## src/rtl/trigger_pkg.sv

```systemverilog
// trigger_pkg: shared definitions for the trigger sequence generator.
//   seq_state_e : FSM state encoding (also exported on seq_state for debug)
//   POL_*       : per-step polarity encoding of cfg_polarity bits
//   sat_sub     : unsigned subtract clamped at zero
package trigger_pkg;

  typedef enum logic [2:0] {
    ST_IDLE  = 3'd0,
    ST_ARMED = 3'd1,
    ST_STEP  = 3'd2,
    ST_DELAY = 3'd3,
    ST_DONE  = 3'd4
  } seq_state_e;

  localparam logic POL_FALL = 1'b0;
  localparam logic POL_RISE = 1'b1;

  // Operands are widened to SAT_W by the caller; counters up to 32 bits.
  localparam int SAT_W = 32;

  function automatic logic [SAT_W-1:0] sat_sub(input logic [SAT_W-1:0] a,
                                               input logic [SAT_W-1:0] b);
    return (a > b) ? (a - b) : '0;
  endfunction

endpackage

```

## src/rtl/trigger_chan_cmp.sv

```systemverilog
// trigger_chan_cmp: one sequence step's channel mux, mean register and
// threshold compare.
//   clk, rst_n  : clock, async active-low reset
//   clear       : synchronous clear of the mean register
//   adc_data    : all channels, {sample1, sample0} per 32-bit word
//   adc_enable  : per-channel mean update enable
//   ch_sel      : channel watched by this step
//   level       : signed level; compared against 2*level (mean is a sum)
//   polarity    : POL_RISE -> mean > 2*level, POL_FALL -> mean < 2*level
//   match       : strict compare result from the registered mean
module trigger_chan_cmp
  import trigger_pkg::*;
#(
  parameter int ADC_DATA_WIDTH = 16,
  parameter int N_CH           = 4,
  parameter int CH_W           = 2
) (
  input  logic                      clk,
  input  logic                      rst_n,
  input  logic                      clear,
  input  logic [N_CH*32-1:0]        adc_data,
  input  logic [N_CH-1:0]           adc_enable,
  input  logic [CH_W-1:0]           ch_sel,
  input  logic [ADC_DATA_WIDTH-1:0] level,
  input  logic                      polarity,
  output logic                      match
);

  logic [31:0]                      word;
  logic                             en;
  logic [ADC_DATA_WIDTH-1:0]        s0, s1;
  logic signed [ADC_DATA_WIDTH:0]   mean_d, mean_q, thr;

  always_comb begin
    word   = adc_data[32*int'(ch_sel) +: 32];
    en     = adc_enable[ch_sel];
    s0     = word[ADC_DATA_WIDTH-1:0];
    s1     = word[16 +: ADC_DATA_WIDTH];
    // One extra bit so the sum of two full-scale samples cannot wrap.
    mean_d = {s0[ADC_DATA_WIDTH-1], s0} + {s1[ADC_DATA_WIDTH-1], s1};
    thr    = {level, 1'b0};
  end

  always_ff @(posedge clk or negedge rst_n) begin
    if (!rst_n) begin
      mean_q <= '0;
    end else if (clear) begin
      mean_q <= '0;
    end else if (en) begin
      mean_q <= mean_d;
    end
  end

  assign match = (polarity == POL_RISE) ? (mean_q > thr) : (mean_q < thr);

endmodule

```

## src/rtl/trigger_seq_gen.sv

```systemverilog
// trigger_seq_gen: matches a programmable sequence of threshold crossings,
// fires trigger0 on the first step and trigger1 after a delay derived from
// the step0->step1 interval.
//   clk, rst_n        : clock, async active-low reset
//   adc_data          : N_CH x {sample1, sample0}
//   adc_enable        : per-channel mean update enable
//   trig_enable       : 0 = synchronous return to reset values, 1 = run
//   cfg_ch_sel        : channel per step
//   cfg_level         : signed level per step
//   cfg_polarity      : 1 = rising, 0 = falling, per step
//   cfg_delay_offset  : subtracted from the measured interval
//   cfg_timeout       : max clocks per step after step0 (0 = off)
//   cfg_auto_rearm    : on timeout go back to IDLE instead of DONE
//   trigger0/trigger1 : first-step / delayed final trigger
//   pulse_delay       : measured step0->step1 interval
//   fire_delay        : delay applied before trigger1
//   seq_state         : FSM state
//   timeout_flag      : sticky timeout
//   busy              : high in ARMED, STEP, DELAY
//
// state | meaning
// IDLE  | holdoff count-down after enable
// ARMED | waiting for step0
// STEP  | waiting for step k (1..N_STEPS-1), interval/timeout counting
// DELAY | down-counting fire_delay before trigger1
// DONE  | triggers held until trig_enable drops
module trigger_seq_gen
  import trigger_pkg::*;
#(
  parameter int ADC_DATA_WIDTH = 16,
  parameter int N_CH           = 4,
  parameter int N_STEPS        = 3,
  parameter int CNT_WIDTH      = 24,
  parameter int HOLDOFF        = 37000
) (
  input  logic                                clk,
  input  logic                                rst_n,
  input  logic [N_CH*32-1:0]                  adc_data,
  input  logic [N_CH-1:0]                     adc_enable,
  input  logic                                trig_enable,
  input  logic [N_STEPS*$clog2(N_CH)-1:0]     cfg_ch_sel,
  input  logic [N_STEPS*ADC_DATA_WIDTH-1:0]   cfg_level,
  input  logic [N_STEPS-1:0]                  cfg_polarity,
  input  logic [CNT_WIDTH-1:0]                cfg_delay_offset,
  input  logic [CNT_WIDTH-1:0]                cfg_timeout,
  input  logic                                cfg_auto_rearm,
  output logic                                trigger0,
  output logic                                trigger1,
  output logic [CNT_WIDTH-1:0]                pulse_delay,
  output logic [CNT_WIDTH-1:0]                fire_delay,
  output logic [2:0]                          seq_state,
  output logic                                timeout_flag,
  output logic                                busy
);

  localparam int CH_W = $clog2(N_CH);
  localparam int K_W  = $clog2(N_STEPS);
  localparam logic [CNT_WIDTH-1:0] HOLD_INIT = CNT_WIDTH'(HOLDOFF - 1);
  localparam logic [CNT_WIDTH-1:0] CNT_ONES  = '1;
  localparam logic [CNT_WIDTH-1:0] CNT_ONE   = CNT_WIDTH'(1);
  localparam logic [K_W-1:0]       K_FIRST   = K_W'(1);
  localparam logic [K_W-1:0]       K_LAST    = K_W'(N_STEPS - 1);

  seq_state_e             state;
  logic [K_W-1:0]         k;
  logic [CNT_WIDTH-1:0]   hold_cnt, interval_cnt, step_cnt, dly_cnt;
  logic [CNT_WIDTH-1:0]   interval_inc, step_inc, pd_eff, fire_d;
  logic [N_STEPS-1:0]     step_match;
  logic [(1<<K_W)-1:0]    match_pad;
  logic                   k_match, timeout_hit;

  for (genvar i = 0; i < N_STEPS; i++) begin : g_step
    trigger_chan_cmp #(
      .ADC_DATA_WIDTH(ADC_DATA_WIDTH),
      .N_CH          (N_CH),
      .CH_W          (CH_W)
    ) u_cmp (
      .clk       (clk),
      .rst_n     (rst_n),
      .clear     (!trig_enable),
      .adc_data  (adc_data),
      .adc_enable(adc_enable),
      .ch_sel    (cfg_ch_sel[i*CH_W +: CH_W]),
      .level     (cfg_level[i*ADC_DATA_WIDTH +: ADC_DATA_WIDTH]),
      .polarity  (cfg_polarity[i]),
      .match     (step_match[i])
    );
  end

  always_comb begin
    // Padded so a step index beyond N_STEPS-1 reads as "no match".
    match_pad                = '0;
    match_pad[N_STEPS-1:0]   = step_match;
    k_match                  = match_pad[k];
    interval_inc = (interval_cnt == CNT_ONES) ? interval_cnt : interval_cnt + CNT_ONE;
    step_inc     = (step_cnt == CNT_ONES) ? step_cnt : step_cnt + CNT_ONE;
    // With N_STEPS=2 the interval is latched on the same clock as the final
    // match, so the delay must use the fresh value rather than the register.
    pd_eff       = (k == K_FIRST) ? interval_inc : pulse_delay;
    fire_d       = CNT_WIDTH'(sat_sub(SAT_W'(pd_eff), SAT_W'(cfg_delay_offset)));
    timeout_hit  = (cfg_timeout != '0) && (step_inc == cfg_timeout);
  end

  always_ff @(posedge clk or negedge rst_n) begin
    if (!rst_n) begin
      state        <= ST_IDLE;
      k            <= '0;
      hold_cnt     <= HOLD_INIT;
      interval_cnt <= '0;
      step_cnt     <= '0;
      dly_cnt      <= '0;
      trigger0     <= 1'b0;
      trigger1     <= 1'b0;
      pulse_delay  <= CNT_ONES;
      fire_delay   <= CNT_ONES;
      timeout_flag <= 1'b0;
    end else if (!trig_enable) begin
      state        <= ST_IDLE;
      k            <= '0;
      hold_cnt     <= HOLD_INIT;
      interval_cnt <= '0;
      step_cnt     <= '0;
      dly_cnt      <= '0;
      trigger0     <= 1'b0;
      trigger1     <= 1'b0;
      pulse_delay  <= CNT_ONES;
      fire_delay   <= CNT_ONES;
      timeout_flag <= 1'b0;
    end else begin
      case (state)
        ST_IDLE: begin
          if (hold_cnt == '0) state <= ST_ARMED;
          else                hold_cnt <= hold_cnt - CNT_ONE;
        end
        ST_ARMED: begin
          if (step_match[0]) begin
            state        <= ST_STEP;
            k            <= K_FIRST;
            trigger0     <= 1'b1;
            interval_cnt <= '0;
            step_cnt     <= '0;
          end
        end
        ST_STEP: begin
          interval_cnt <= interval_inc;
          step_cnt     <= step_inc;
          if (k_match) begin
            step_cnt <= '0;
            if (k == K_FIRST) pulse_delay <= interval_inc;
            if (k == K_LAST) begin
              fire_delay <= fire_d;
              dly_cnt    <= fire_d;
              state      <= ST_DELAY;
            end else begin
              k <= k + K_W'(1);
            end
          end else if (timeout_hit) begin
            timeout_flag <= 1'b1;
            trigger0     <= 1'b0;
            if (cfg_auto_rearm) begin
              state    <= ST_IDLE;
              hold_cnt <= HOLD_INIT;
            end else begin
              state <= ST_DONE;
            end
          end
        end
        ST_DELAY: begin
          // A delay of 0 or 1 both fire on the first DELAY clock.
          if (dly_cnt <= CNT_ONE) begin
            trigger1 <= 1'b1;
            state    <= ST_DONE;
          end else begin
            dly_cnt <= dly_cnt - CNT_ONE;
          end
        end
        ST_DONE: ;
        default: begin
          state    <= ST_IDLE;
          hold_cnt <= HOLD_INIT;
        end
      endcase
    end
  end

  assign seq_state = state;
  assign busy      = (state == ST_ARMED) || (state == ST_STEP) || (state == ST_DELAY);

endmodule

```

## config.mk

```make
export PLATFORM = sky130hd
export DESIGN_NAME = trigger_seq_gen
export DESIGN_NICKNAME = d
export VERILOG_FILES = /design/src/rtl/trigger_pkg.sv /design/src/rtl/trigger_chan_cmp.sv /design/src/rtl/trigger_seq_gen.sv
export SDC_FILE = /design/constraint.sdc
export NUM_CORES = 1
export LEC_CHECK = 0
export CORE_UTILIZATION = 56
export DETAILED_ROUTE_END_ITERATION = 7
export HOLD_SLACK_MARGIN = 0.15
export PLACE_DENSITY = 0.83
export SYNTH_ARGS = -nofsm -noshare
export SYNTH_HDL_FRONTEND = slang
export SYNTH_SLANG_ARGS = --single-unit
export TNS_END_PERCENT = 10
```

## constraint.sdc

```tcl
create_clock -name clk -period 6.8 [get_ports clk]
set_clock_uncertainty 0.15 [all_clocks]
set_input_delay 1.36 -clock clk [delete_from_list [all_inputs] [get_ports clk]]
set_output_delay 1.36 -clock clk [all_outputs]
set_load 0.01 [all_outputs]
```

==> After elaboration in Yosys (flattened, before gate mapping) <==
Cells that the tools add are included.
W data, S select, Z words.
{ "classes": {"add_sub_neg": 9, "magnitude_cmp": 12, "eq_ne": 36, "shift": 3, "muxes": 69, "n_reduce_logical": 17} }
{ "op_table": {"columns": ["op", "n"], "rows": [
  ["$mux W24", 22],
  ["$shiftx A128 B8 Y32", 3],
  ["$pmux W24 S2", 3],
  ["$mux W17", 6],
  ["$pmux W24 S3", 1],
  ["$add A16 B16 Y17", 3],
  ["$gt A17 B17 Y1", 3],
  ["$lt A17 B17 Y1", 3],
  ["$add A24 B1 Y24 const B", 2],
  ["$eq A24 B24 Y1 const B", 2],
  ["$sub A24 B1 Y24 const B", 2],
  ["$ne A3 B3 Y1 const B", 10],
  ["$eq A24 B24 Y1", 1],
  ["$gt A24 B24 Y1", 1],
  ["$le A24 B1 Y1 const B", 1],
  ["$logic_not A24 Y1", 1],
  ["$mux W3", 8],
  ["$reduce_bool A24 Y1", 1],
  ["$sub A24 B24 Y24", 1],
  ["$mux W1", 18],
  ["$ne A2 B1 Y1 const B", 9],
  ["$pmux W3 S5", 1],
  ["$lt A2 B3 Y1 const B", 4],
  ["$reduce_and A4 Y1", 3],
  ["other kinds (22)", 37]
]} }
{ "word_totals": {"register_bits": 203, "input_bits": 241, "output_inout_bits": 55, "elab_cells": 160} }

==> Logic depth before layout (Yosys ltp) <==
Gate-level depths: netlist of the first run.
{ "depth": {"ltp_word": 9, "depth_mapped": 22, "mapped_depth_nobuf": 20} }

==> By module <==
Synthesis of the first run repeated with hierarchy kept, for this count alone.
{ "hier_totals": {"cells_unflattened": 2097, "area_unflattened_um2": 18542.8} }
{ "by_module_without_submodules": {"columns": ["module", "n_inst", "cells_each", "area_each_um2", "seq_area_each_um2"], "rows": [
  ["trigger_seq_gen", 1, 1344, 10735.3, 3871.2],
  ["trigger_chan_cmp", 3, 251, 2602.5, 425.4]
]} }

==> Least setup slack after synthesis of the first run <==
OpenSTA, ideal clock, no wires.
{ "synth_timing": {"path_type": "input to register", "start": "in cfg_ch_sel[4]", "end": "reg g_step[2].u_cmp.mean_q[14]", "setup_ns": 0.132, "t_arrival_ns": 4.896, "slack_ns": 1.622, "path_stages": 15, "path_buffers": 2, "path_cell_list": "clkbuf_1 > buf_1 > mux4_2 > ha_1 > fa_1 > a21o_1 > a21o_1 > a21oi_1 > o21ai_0 > a41oi_1 > a21o_1 > o21ai_0 > xor2_1 > mux2i_1 > nor2_1"} }
{ "synth_between": {"elab_chain_cells": 4, "elab_cells_between_ends": 7, "cone_classes": "add/sub (1); eq/ne (1); shift (1); mux (4)"} }
{ "synth_rtl": {"columns": ["item", "line_no", "text"], "rows": [
  ["start: declaration", "trigger_seq_gen.sv:41", "input logic [N_STEPS*$clog2(N_CH)-1:0] cfg_ch_sel,"],
  ["$shiftx A128 B8 Y32", "trigger_chan_cmp.sv:35", "word = adc_data[32*int'(ch_sel) +: 32];"],
  ["$add A16 B16 Y17", "trigger_chan_cmp.sv:40", "mean_d = {s0[ADC_DATA_WIDTH-1], s0} + {s1[ADC_DATA_WIDTH-1], s1};"],
  ["$mux W17", "trigger_chan_cmp.sv:49", "end else if (en) begin"],
  ["$mux W17", "trigger_chan_cmp.sv:47", "end else if (clear) begin"],
  ["end signal: assignment", "trigger_chan_cmp.sv:50", "mean_q <= mean_d;"],
  ["end: declaration", "trigger_chan_cmp.sv:32", "logic signed [ADC_DATA_WIDTH:0] mean_d, mean_q, thr;"]
]} }
Several ways; a longest one is shown, not always the timed one. The select of a mux whose other input is x is not followed.
A chain may end at the register's enable or synchronous reset.

==> Worst setup path in the final report of the first run <==
{ "layout_timing": {"start": "reg interval_cnt[17]", "end": "reg dly_cnt[2]"} }
{ "layout_between": {"elab_chain_cells": 9, "elab_cells_between_ends": 11, "cone_classes": "add/sub (2); order compare (1); eq/ne (1); mux (7)"} }
{ "layout_rtl": {"columns": ["item", "line_no", "text"], "rows": [
  ["start: declaration", "trigger_seq_gen.sv:66", "logic [CNT_WIDTH-1:0] hold_cnt, interval_cnt, step_cnt, dly_cnt;"],
  ["start signal: assignment", "trigger_seq_gen.sv:145", "interval_cnt <= interval_inc;"],
  ["$add A24 B1 Y24 or $eq A24 B24 Y1 (tied branches)", "trigger_seq_gen.sv:95", "interval_inc = (interval_cnt == CNT_ONES) ? interval_cnt : interval_cnt + CNT_ONE;"],
  ["$mux W24 *", "trigger_seq_gen.sv:95", null],
  ["$mux W24 *", null, null],
  ["$gt A24 B24 Y1 or $sub A24 B24 Y24 (tied branches)", "trigger_pkg.sv:23", "return (a > b) ? (a - b) : '0;"],
  ["$mux W24 *", "trigger_pkg.sv:23", null],
  ["$mux W24 *", "trigger_seq_gen.sv:150", "if (k == K_LAST) begin"],
  ["$mux W24 *", "trigger_seq_gen.sv:147", "if (k_match) begin"],
  ["$pmux W24 S2 *", "trigger_seq_gen.sv:130", "case (state)"],
  ["$mux W24 *", "trigger_seq_gen.sv:117", "end else if (!trig_enable) begin"],
  ["end signal: assignment", "trigger_seq_gen.sv:152", "dly_cnt <= fire_d;"],
  ["end signal: assignment", "trigger_seq_gen.sv:174", "dly_cnt <= dly_cnt - CNT_ONE;"],
  ["end: declaration", "trigger_seq_gen.sv:66", null]
]} }
Every way passes the cells marked *; elsewhere a longest branch is shown, timed or not. The select of a mux whose other input is x is not followed.

==> results.md, run 1 <==
- Die Span X: 183 um
- Crit. Startpoint: interval_cnt[17]$_DFFE_PN0P_
- Min-Delay Path Class: reg2reg
- Worst R2R End: dly_cnt[2]$_DFFE_PN0P_
- CTS max path bufs: 3
- Levels on crit path: 19
- CP max-delay cell: a21oi_1
- Synth Register Bits: 203
- # diodes: 0
- Rel. slew slack: 29.4%
- Syn_nets: 2411
- Syn_area_per_cell: 8.99 um2
- Fraction of layout cells with a size suffix above 1: 11.3%
- Hold-critical path depth: 2
- RSZ-0062 raised after global routing: no
- Crit path time final: 5.77 ns
- Fin crit share: 84.9%
- Tot Pwr: 7100 uW
- TNS Setup: 0 ns
- Area of the mapped netlist: 18300 um2
- Ys Warns: 0
- Most common cell after layout, fill and taps aside: clkdlybuf4s50_1
- CP Launch Type: flop
- GPL Wtd Cong: 1.03
- Most frequent cells in the layout: clkdlybuf4s50_1, nor2_1, nand2_1
- Grt total ovfl: 0
- Routed len/inst: 21.1 um
- Netlist cell types: 86
- Slew @ Worst Pin: 1.05 ns
- Depth of the worst register-to-register path: 19
- Number of antenna violations at the first check in global routing: 0
- Worst stage delay on the critical path: 0.54 ns
- Sequential fraction of the synthesis area: 28.1%
- Placed Cells: 2680
- Post-CTS Setup Inserts: 0
- Critical path buffer and inverter count: 1
- DIE AREA: 33500 um2
- Number of port buffers: 295
- TritonCTS clock tree: done
- Critical path's top delay family: compound AO/OA/AOI/OAI gates
- DRC viols: 0
- Number of global-route vias before repair: 17300
- Clock Pin Slew Worst Setup and Hold Paths: 0.06 ns
- Area growth, synth to finish: 21.6%
- Sink Count: 203
- H-tree depth: 1
- Worst-path fanout max: 17
- Cells after synthesis: 2039
- Critical R2R Launch: interval_cnt[17]$_DFFE_PN0P_
- Via-to-Cell Ratio: 6.46
- Std cell rows: 65
- Reg2Reg Setup Slack: 1.03 ns
- Via Count: 17600
- Crit path kind: reg2reg
- Pre-Repair DR Iteration Count: 6
- Final Hold Fails: 0
- Ys async rst share: 100%
- CP most frequent cell: o21ai_0
- Initial Util: 57.5%
- Hold Slack: 0.341 ns
- Post-synth top flop: dfrtp_1
- Critical Path End: dly_cnt[2]$_DFFE_PN0P_
- Antenna-violating nets left: 0
- Arrival time of the worst setup path: 6.08 ns
- Core Area: 31900 um2
- Highest Clock Rate: 173 MHz
- Final Setup Violations: 0
- Max Cap Viol: 0
- Leakage: 0.00955 uW
- CTS Hold Bufs: 0
- Total wire length: 57600 um
- Worst setup margin: 1.03 ns
- Nets: 2643
- Critical Path RT: 7.11 ns
- Pwr/cell area: 319 nW/um2
- Kind of end point of the critical path: flop
- Post-synth EDFFs: 0
- Die height: 183 um
- Max Slew Vio Count: 0
- First-pass GRT wire length: 91700 um
- Status: finished clean
- Max IR drop VDD: 0.228 mV
- Worst skew pair latency: 0.53 ns
- Largest net degree at the start of global routing: 117
- Post-route insts no fill: 2724
- Place WS: 0.987 ns
- DRT iter0 DRCs: 1380
- HPWL Detailed: 45000 um
- Number of gates resized after CTS: 0
- Crit path cell chain: nand4_1, nor3_1, a41oi_1, and4_1, and3_1, and3_1, xnor2_1, a21oi_1, ha_1, nand2_1, o21ai_0, o21ai_0, a41oi_1, o221ai_1, a21oi_1, buf_4, nand3_1, o21ai_0, a22o_1
- GRT Overall Usage: 34.6%
- Root Driver: clkbuf_16
- Total CTS buffers: 24
- I/O pin cnt: 296
-- kinds of logic after synthesis --
group / after synthesis / synth area share, %
flip-flops: 203 / 28.1
buffers and inverters: 210 / 4.70
adder cells (fa/ha/maj): 131 / 9.11
multiplexers: 159 / 15.5
AND/OR/NAND/NOR: 697 / 18.6
XOR/XNOR: 101 / 4.83
AO/OA/AOI/OAI: 538 / 19.2
-- per-stage QoR --
stage / cell area, um2 / utilization [%]
floorplan: 18300 / -
global placement: 21500 / 67.4
detailed placement: 21500 / 67.4
CTS: 22300 / 69.9
global route: 22300 / 69.9
finish: 22300 / 69.9
-- report_power, final --
group / internal (uW) / total [uW] / switching, uW
Sequential: 1470 / 1720 / 255
Combinational: 1600 / 4090 / 2490
Clock: 754 / 1290 / 534
-- worst min-delay path: stages (launching register included) --
cell and delay (ns):
dfstp_2 0.39, inv_1 0.05, a21oi_1 0.05
-- metal layers --
metal	wire [um]	GRT usage (%)	vias up	share of wire, %
met4	3000	17.3	0	5.2
met5	0	0	-	0
met1	22000	41.9	8529	38
met2	28900	60.7	830	50
li1	-	-	8082	-
met3	3670	4.59	164	6.4
-- cells in the mapped netlist (9+ instances only) --
| library cell | count | share of area [%] |
|---|---|---|
| xor2_1 | 37 | 1.8 |
| o31ai_1 | 23 | 0.94 |
| and4_1 | 11 | 0.53 |
| a22o_1 | 18 | 0.86 |
| dfrtp_1 | 149 | 20 |
| nor3_1 | 54 | 1.5 |
| nor2b_1 | 15 | 0.51 |
| o21a_1 | 9 | 0.37 |
| o41ai_1 | 11 | 0.53 |
| buf_1 | 13 | 0.27 |
| dfstp_2 | 54 | 7.7 |
| clkbuf_1 | 74 | 1.5 |
| a211oi_1 | 17 | 0.70 |
| and3_1 | 33 | 1.1 |
| or4_1 | 9 | 0.37 |
| o21ai_0 | 148 | 4.0 |
| nand4_1 | 29 | 0.99 |
| nand2_1 | 167 | 3.4 |
| a21o_1 | 31 | 1.3 |
| o2bb2ai_1 | 14 | 0.67 |
| nor2_1 | 213 | 4.4 |
| ha_1 | 127 | 8.7 |
| nand2b_1 | 14 | 0.48 |
| mux2i_1 | 56 | 3.1 |
| a31oi_1 | 16 | 0.55 |
| buf_2 | 13 | 0.36 |
| nor4_1 | 16 | 0.55 |
| nand3_1 | 66 | 1.8 |
| a21oi_1 | 133 | 3.6 |
| o211ai_1 | 37 | 1.5 |
| or3_1 | 24 | 0.82 |
| inv_1 | 101 | 2.1 |
| mux4_2 | 99 | 12 |
| xnor2_1 | 64 | 3.1 |
-- how the worst min path moves through the flow --
stage | from | endpoint | slack [ns]
after floorplan | hold_cnt[1]$_DFFE_PN1P_ | hold_cnt[1]$_DFFE_PN1P_ | 0.31
after global placement | hold_cnt[1]$_DFFE_PN1P_ | hold_cnt[1]$_DFFE_PN1P_ | 0.32
after detailed placement | hold_cnt[1]$_DFFE_PN1P_ | hold_cnt[1]$_DFFE_PN1P_ | 0.33
after CTS | hold_cnt[1]$_DFFE_PN1P_ | hold_cnt[1]$_DFFE_PN1P_ | 0.34
after global routing | hold_cnt[1]$_DFFE_PN1P_ | hold_cnt[1]$_DFFE_PN1P_ | 0.36
final | hold_cnt[2]$_DFFE_PN1P_ | hold_cnt[2]$_DFFE_PN1P_ | 0.34
-- final cells by class --
type	count	area (um2)
well taps	435	544
fillers	2509	9600
repair buffers	314	3090
inverters	102	383
multi-input cells	1626	12300
clock inverters	10	82.6
clock buffers	34	699
flip-flops and latches	203	5150
-- registers in the layout, indices dropped and copies added, names as in the netlist --
register,count
g_step.u_cmp.mean_q,51
dly_cnt,24
fire_delay,24
hold_cnt,24
interval_cnt,24
pulse_delay,24
step_cnt,24
seq_state,3
k,2
timeout_flag,1
trigger0,1
trigger1,1
Power figures use the tool's default switching activity.
==> run 2: changes to the inputs <==
clock period = 5.9 ns   (was 6.8 ns; I/O delays follow)
==> results.md, run 2 (synthesis gave the netlist of run 1 again) <==
- Number of gates resized after CTS: 0
- Total CTS buffers: 24
- Met1 Resource Use GR: 41.9%
- Arrival time of the worst setup path: 5.60 ns
- Largest net degree at the start of global routing: 102
- Kind of end point of the critical path: flop
- Core Area: 31900 um2
- Worst stage delay on the critical path: 0.45 ns
- GRT Overall Usage: 34.0%
- Clock network power share: 19.4%
- Worst setup margin: 0.619 ns
- First-pass GRT wire length: 90400 um
- Grt total ovfl: 0
- Comb power frac: 57.0%
- Routed len/inst: 20.8 um
- Critical Path RT: 6.22 ns
- Status: finished clean
- Max Slew Vio Count: 0
- DRC viols: 0
- Sink Count: 203
- GPL Wtd Cong: 0.951
- Place WS: 0.660 ns
- Number of global-route vias before repair: 17100
- Via-to-Cell Ratio: 6.40
- HPWL Detailed: 44500 um
- Clock Pin Slew Worst Setup and Hold Paths: 0.06 ns
- Std cell rows: 65
- Initial Util: 57.5%
- Root Driver: clkbuf_16
- Fin crit share: 89.5%
- Busiest grt layer: met2
- Antenna-violating nets left: 0
- RSZ-0062 raised after global routing: no
- Sw Ratio: 45.1%
- I/O pin cnt: 296
- TritonCTS clock tree: done
- Critical R2R Launch: interval_cnt[0]$_DFFE_PN0P_
- Max IR drop VDD: 0.228 mV
- Hold Slack: 0.347 ns
- Sequential power share: 23.7%
- Fraction of layout cells with a size suffix above 1: 11.7%
- Worst-path fanout max: 18
- Internal power: 4560 uW
- Total wire length: 56800 um
- Number of antenna violations at the first check in global routing: 1
- Reg with most FFs: g_step.u_cmp.mean_q
- Crit path cell chain: ha_1, nand4_1, nor3_1, nand3_1, buf_4, nand4_1, nor2_1, nand3_1, xor2_1, a21oi_1, ha_1, nand2_1, nor3_1, o31ai_1, a41oi_1, o221ai_1, a21oi_1, buf_4, nand3_1, o21ai_0, a22o_1
- H-tree depth: 1
- DIE AREA: 33500 um2
- Worst Hold Launch: hold_cnt[1]$_DFFE_PN1P_
- Die Span X: 183 um
- GR Layer Usage met2: 60.2%
- TNS Setup: 0 ns
- Pwr/cell area: 370 nW/um2
- Leakage: 0.00964 uW
- Area growth, synth to finish: 22.5%
- CP max-delay cell: dfrtp_1
- Most frequent cells in the layout: clkdlybuf4s50_1, nor2_1, nand2_1
- Max Cap Viol: 0
- Post-CTS Setup Inserts: 0
- DRT iter0 DRCs: 1404
- Final Setup Violations: 0
- CTS max path bufs: 3
- Min-Delay Path Class: reg2reg
- Crit path kind: reg2reg
- Most common cell after layout, fill and taps aside: clkdlybuf4s50_1
- CTS Hold Bufs: 0
- CP most frequent cell: nand3_1
- Crit. Startpoint: interval_cnt[0]$_DFFE_PN0P_
- Slew @ Worst Pin: 0.975 ns
- GR Layer Usage met3: 3.67%
- CP Launch Type: flop
- Final Hold Fails: 0
- Worst skew pair latency: 0.53 ns
- P_sw: 3750 uW
- Number of port buffers: 295
- Crit path time final: 5.28 ns
- Nets: 2653
- Max reg flops: 51
- Via Count: 17500
- Die height: 183 um
- Rel. slew slack: 34.4%
- Highest Clock Rate: 189 MHz
- Pre-Repair DR Iteration Count: 6
run 2: changes by cell type in the layout (fill, tap and decap cells not counted), sizes merged:
cell	before	now
diode	0	1
clkbuf	35	33
clkinv	6	5
bufinv	1	4
buf	23	33
run 2: per-stage QoR:
step                      total power (uW)  std cells  util [%]  instance area [um2]
after floorplan                       5060       2039         -                18300
after global placement                6460       2690      67.7                21600
after detailed placement              6580       2690      67.7                21600
after CTS                             8230       2734      70.4                22500
after global routing                  8840       2735      70.4                22500
final                                 8320       2735      70.4                22500
run 2: layout make-up:
type | instances | area, um2
well taps | 435 | 544
diodes | 1 | 2.50
clock inverters | 12 | 171
flip-flops and latches | 203 | 5150
clock buffers | 32 | 682
multi-input cells | 1626 | 12300
fillers | 2513 | 9430
inverters | 102 | 383
repair buffers | 324 | 3190
run 2: per-layer routing:
layer / up-vias / share of wire [%]
li1: 8111 / -
met1: 8474 / 39
met2: 792 / 50
met3: 124 / 5.9
met4: 0 / 4.4
met5: - / 0
run 2: power groups by stage:
stage	clock network [uW]	logic [uW]	registers, uW
6_report	1610	4740	1970
5_1_grt	1690	5150	2000
4_1_cts	1630	4640	1960
3_5_place_dp	0	4600	1980
3_3_place_gp	0	4490	1970
2_1_floorplan	0	3150	1910
run 2: worst paths after layout:
path | to | slack [ns] | cells past startpoint
max | dly_cnt[2]$_DFFE_PN0P_ | 0.62 | 21
min | hold_cnt[1]$_DFFE_PN1P_ | 0.35 | 2
max reg2reg | dly_cnt[2]$_DFFE_PN0P_ | 0.62 | 21
min reg2reg | hold_cnt[1]$_DFFE_PN1P_ | 0.35 | 2
max in group asynchronous | dly_cnt[9]$_DFFE_PN0P_ | 3.75 | 2
min in group asynchronous | hold_cnt[10]$_DFFE_PN0P_ | 0.56 | 1
run 2: worst max-delay path, delay by kind of cell (launching register included):
kind | cells | cell delay, ns
and+or+nand+nor | 9 | 1.65
AOI/OAI and AO/OA | 7 | 1.61
adders and majority gates | 2 | 0.70
buffers and inverters | 2 | 0.46
DFF | 1 | 0.45
xor gates and xnor gates | 1 | 0.19
==> run 3: changes to the inputs <==
CORE_UTILIZATION = 35   (was 56)
MAX_ROUTING_LAYER = met4   (was default)
PLACE_DENSITY = default   (was 0.83)
REMOVE_ABC_BUFFERS = 1   (was default)
==> results.md, run 3 (synthesis gave the netlist of run 1 again) <==
- Worst stage delay on the critical path: 0.43 ns
- Max IR drop VDD: 0.187 mV
- Layout fillers: 5059
- WHS Endpoint: fire_delay[23]$_DFFE_PN1P_
- Highest Clock Rate: 196 MHz
- DRC viols: 0
- Leakage: 0.00963 uW
- TritonCTS clock tree: done
- Arrival time of the worst setup path: 5.42 ns
- Reg with most FFs: g_step.u_cmp.mean_q
- Critical Path RT: 6.21 ns
- Critical R2R Launch: interval_cnt[0]$_DFFE_PN0P_
- HPWL Detailed: 48100 um
- Clock network power share: 18.8%
- First-pass GRT wire length: 96100 um
- Max Cap Viol: 0
- Post-CTS Setup Inserts: 0
- Antenna-violating nets left: 0
- Root Driver: clkbuf_16
- Internal power: 4470 uW
- RSZ-0062 raised after global routing: no
- GRT Overall Usage: 23.4%
- Via-to-Cell Ratio: 5.71
- Max reg flops: 51
- Largest net degree at the start of global routing: 79
- Sink Count: 203
- Placed Cells: 2939
- Hold-critical path depth: 2
- Depth of the worst register-to-register path: 22
- Fraction of layout cells with a size suffix above 1: 11.8%
- Crit path kind: reg2reg
- Comb power frac: 57.0%
- TNS Setup: 0 ns
- Min-Delay Path Class: reg2reg
- Final Setup Violations: 0
- Pre-Repair DR Iteration Count: 5
- Sequential power share: 24.1%
- Initial Util: 35.6%
- Kind of end point of the critical path: flop
- Std cell rows: 83
- Core Area: 51500 um2
- DRT iter0 DRCs: 1338
- Number of global-route vias before repair: 17000
- Clock Pin Slew Worst Setup and Hold Paths: 0.06 ns
- Number of gates resized after CTS: 0
- Number of port buffers: 295
- CP most frequent cell: nand3_1
- Most common cell after layout, fill and taps aside: clkdlybuf4s50_1
- CP Launch Type: flop
- Reg2Reg Setup Slack: 0.79 ns
- GPL Wtd Cong: 0.953
- Area growth, synth to finish: 24.0%
- Die Span X: 231 um
- DIE AREA: 53300 um2
- Via Count: 17100
- Fin crit share: 86.6%
- Worst skew pair latency: 0.54 ns
- CTS max path bufs: 3
- Slew @ Worst Pin: 0.901 ns
- Total CTS buffers: 25
- CTS Hold Bufs: 0
- Nets: 2658
- Total wire length: 60900 um
- Worst Hold Launch: fire_delay[23]$_DFFE_PN1P_
- Post-route insts no fill: 2988
- Die height: 231 um
- I/O pin cnt: 296
- P_sw: 3680 uW
- Worst R2R End: dly_cnt[22]$_DFFE_PN0P_
- Number of antenna violations at the first check in global routing: 4
- H-tree depth: 1
- Status: finished clean
- Pwr/cell area: 359 nW/um2
- Most frequent cells in the layout: clkdlybuf4s50_1, nor2_1, nand2_1
- CP max-delay cell: dfrtp_1
- Crit path time final: 5.11 ns
- Max Slew Vio Count: 0
- Routed len/inst: 20.4 um
- Final Hold Fails: 0
- Sw Ratio: 45.2%
- Rel. slew slack: 39.5%
- Worst-path fanout max: 23
- Crit path cell chain: ha_1, nand4_1, nor3_1, buf_4, nand3_1, nand4_1, nor2_1, nand3_1, xor2_1, a21oi_1, ha_1, nand2_1, nor3_1, o31ai_1, a41oi_1, o221ai_1, a21oi_1, buf_12, nand3_1, o21ai_0, nand3_1, nand2_1
- Grt total ovfl: 0
run 3: changes by cell type in the layout (fill, tap and decap cells not counted):
cell | previous run | this run
buf_12 | 3 | 1
buf_4 | 26 | 32
bufinv_16 | 4 | 2
clkbuf_1 | 4 | 6
clkinv_2 | 4 | 7
clkinv_4 | 1 | 0
clkinvlp_4 | 3 | 2
diode_2 | 1 | 4
nor3b_1 | 4 | 3
nor3b_2 | 0 | 1
run 3: critical path: cells and delay by family, from the launching register on:
family / cells / cell delay [ns]
buffers and inverters: 2 / 0.35
adder cells (fa/ha/maj): 2 / 0.69
AND/OR/NAND/NOR: 11 / 1.77
flip-flops: 1 / 0.43
AO/OA/AOI/OAI: 6 / 1.43
XOR/XNOR: 1 / 0.20
run 3: final cells by class:
cell class / count / area (um2) / share of cell area, %
diodes: 4 / 10.0 / 0.0440
well taps: 680 / 851 / 3.74
inverters: 102 / 383 / 1.68
repair buffers: 328 / 3200 / 14.1
flip-flops and latches: 203 / 5150 / 22.7
clock buffers: 34 / 689 / 3.03
multi-input cells: 1626 / 12300 / 54.3
clock inverters: 11 / 110 / 0.485
run 3: power groups by stage:
stage                     logic [uW]  registers [uW]  clock network (uW)
after global placement          4550            1980                   0
after detailed placement        4620            1980                   0
final                           4650            1970                1530
after CTS                       4640            1960                1570
after floorplan                 3010            1930                   0
after global routing            5140            2000                1620
run 3: worst max path at each step:
| stage | start | end | cells past startpoint |
|---|---|---|---|
| 2_1_floorplan | cfg_level[15] | fire_delay[15]$_DFFE_PN1P_ | 11 |
| 3_3_place_gp | cfg_level[15] | hold_cnt[20]$_DFFE_PN0P_ | 13 |
| 3_5_place_dp | cfg_level[14] | hold_cnt[20]$_DFFE_PN0P_ | 13 |
| 4_1_cts | interval_cnt[0]$_DFFE_PN0P_ | dly_cnt[22]$_DFFE_PN0P_ | 22 |
| 5_1_grt | interval_cnt[0]$_DFFE_PN0P_ | fire_delay[23]$_DFFE_PN1P_ | 21 |
| 6_report | interval_cnt[0]$_DFFE_PN0P_ | dly_cnt[22]$_DFFE_PN0P_ | 22 |
run 3: metal layers:
| layer | global-route usage [%] | wire [um] | vias to the layer above |
|---|---|---|---|
| li1 | - | - | 8115 |
| met2 | 38.4 | 28800 | 667 |
| met1 | 30.0 | 26300 | 8199 |
| met3 | 3.13 | 4000 | 95 |
| met5 | - | 0 | - |
| met4 | 6.71 | 1830 | 0 |
run 3: metrics by stage:
stage | setup WS, ns | power, uW | util, % | instance area, um2 | hold WS [ns]
CTS | 0.813 | 8180 | 44.1 | 22700 | 0.345
global route | 0.267 | 8770 | 44.1 | 22700 | 0.374
floorplan | 0.583 | 4930 | - | 17800 | 0.310
finish | 0.790 | 8150 | 44.1 | 22700 | 0.348
detailed placement | 0.555 | 6600 | 42.5 | 21900 | 0.334
global placement | 0.591 | 6540 | 42.5 | 21900 | 0.323
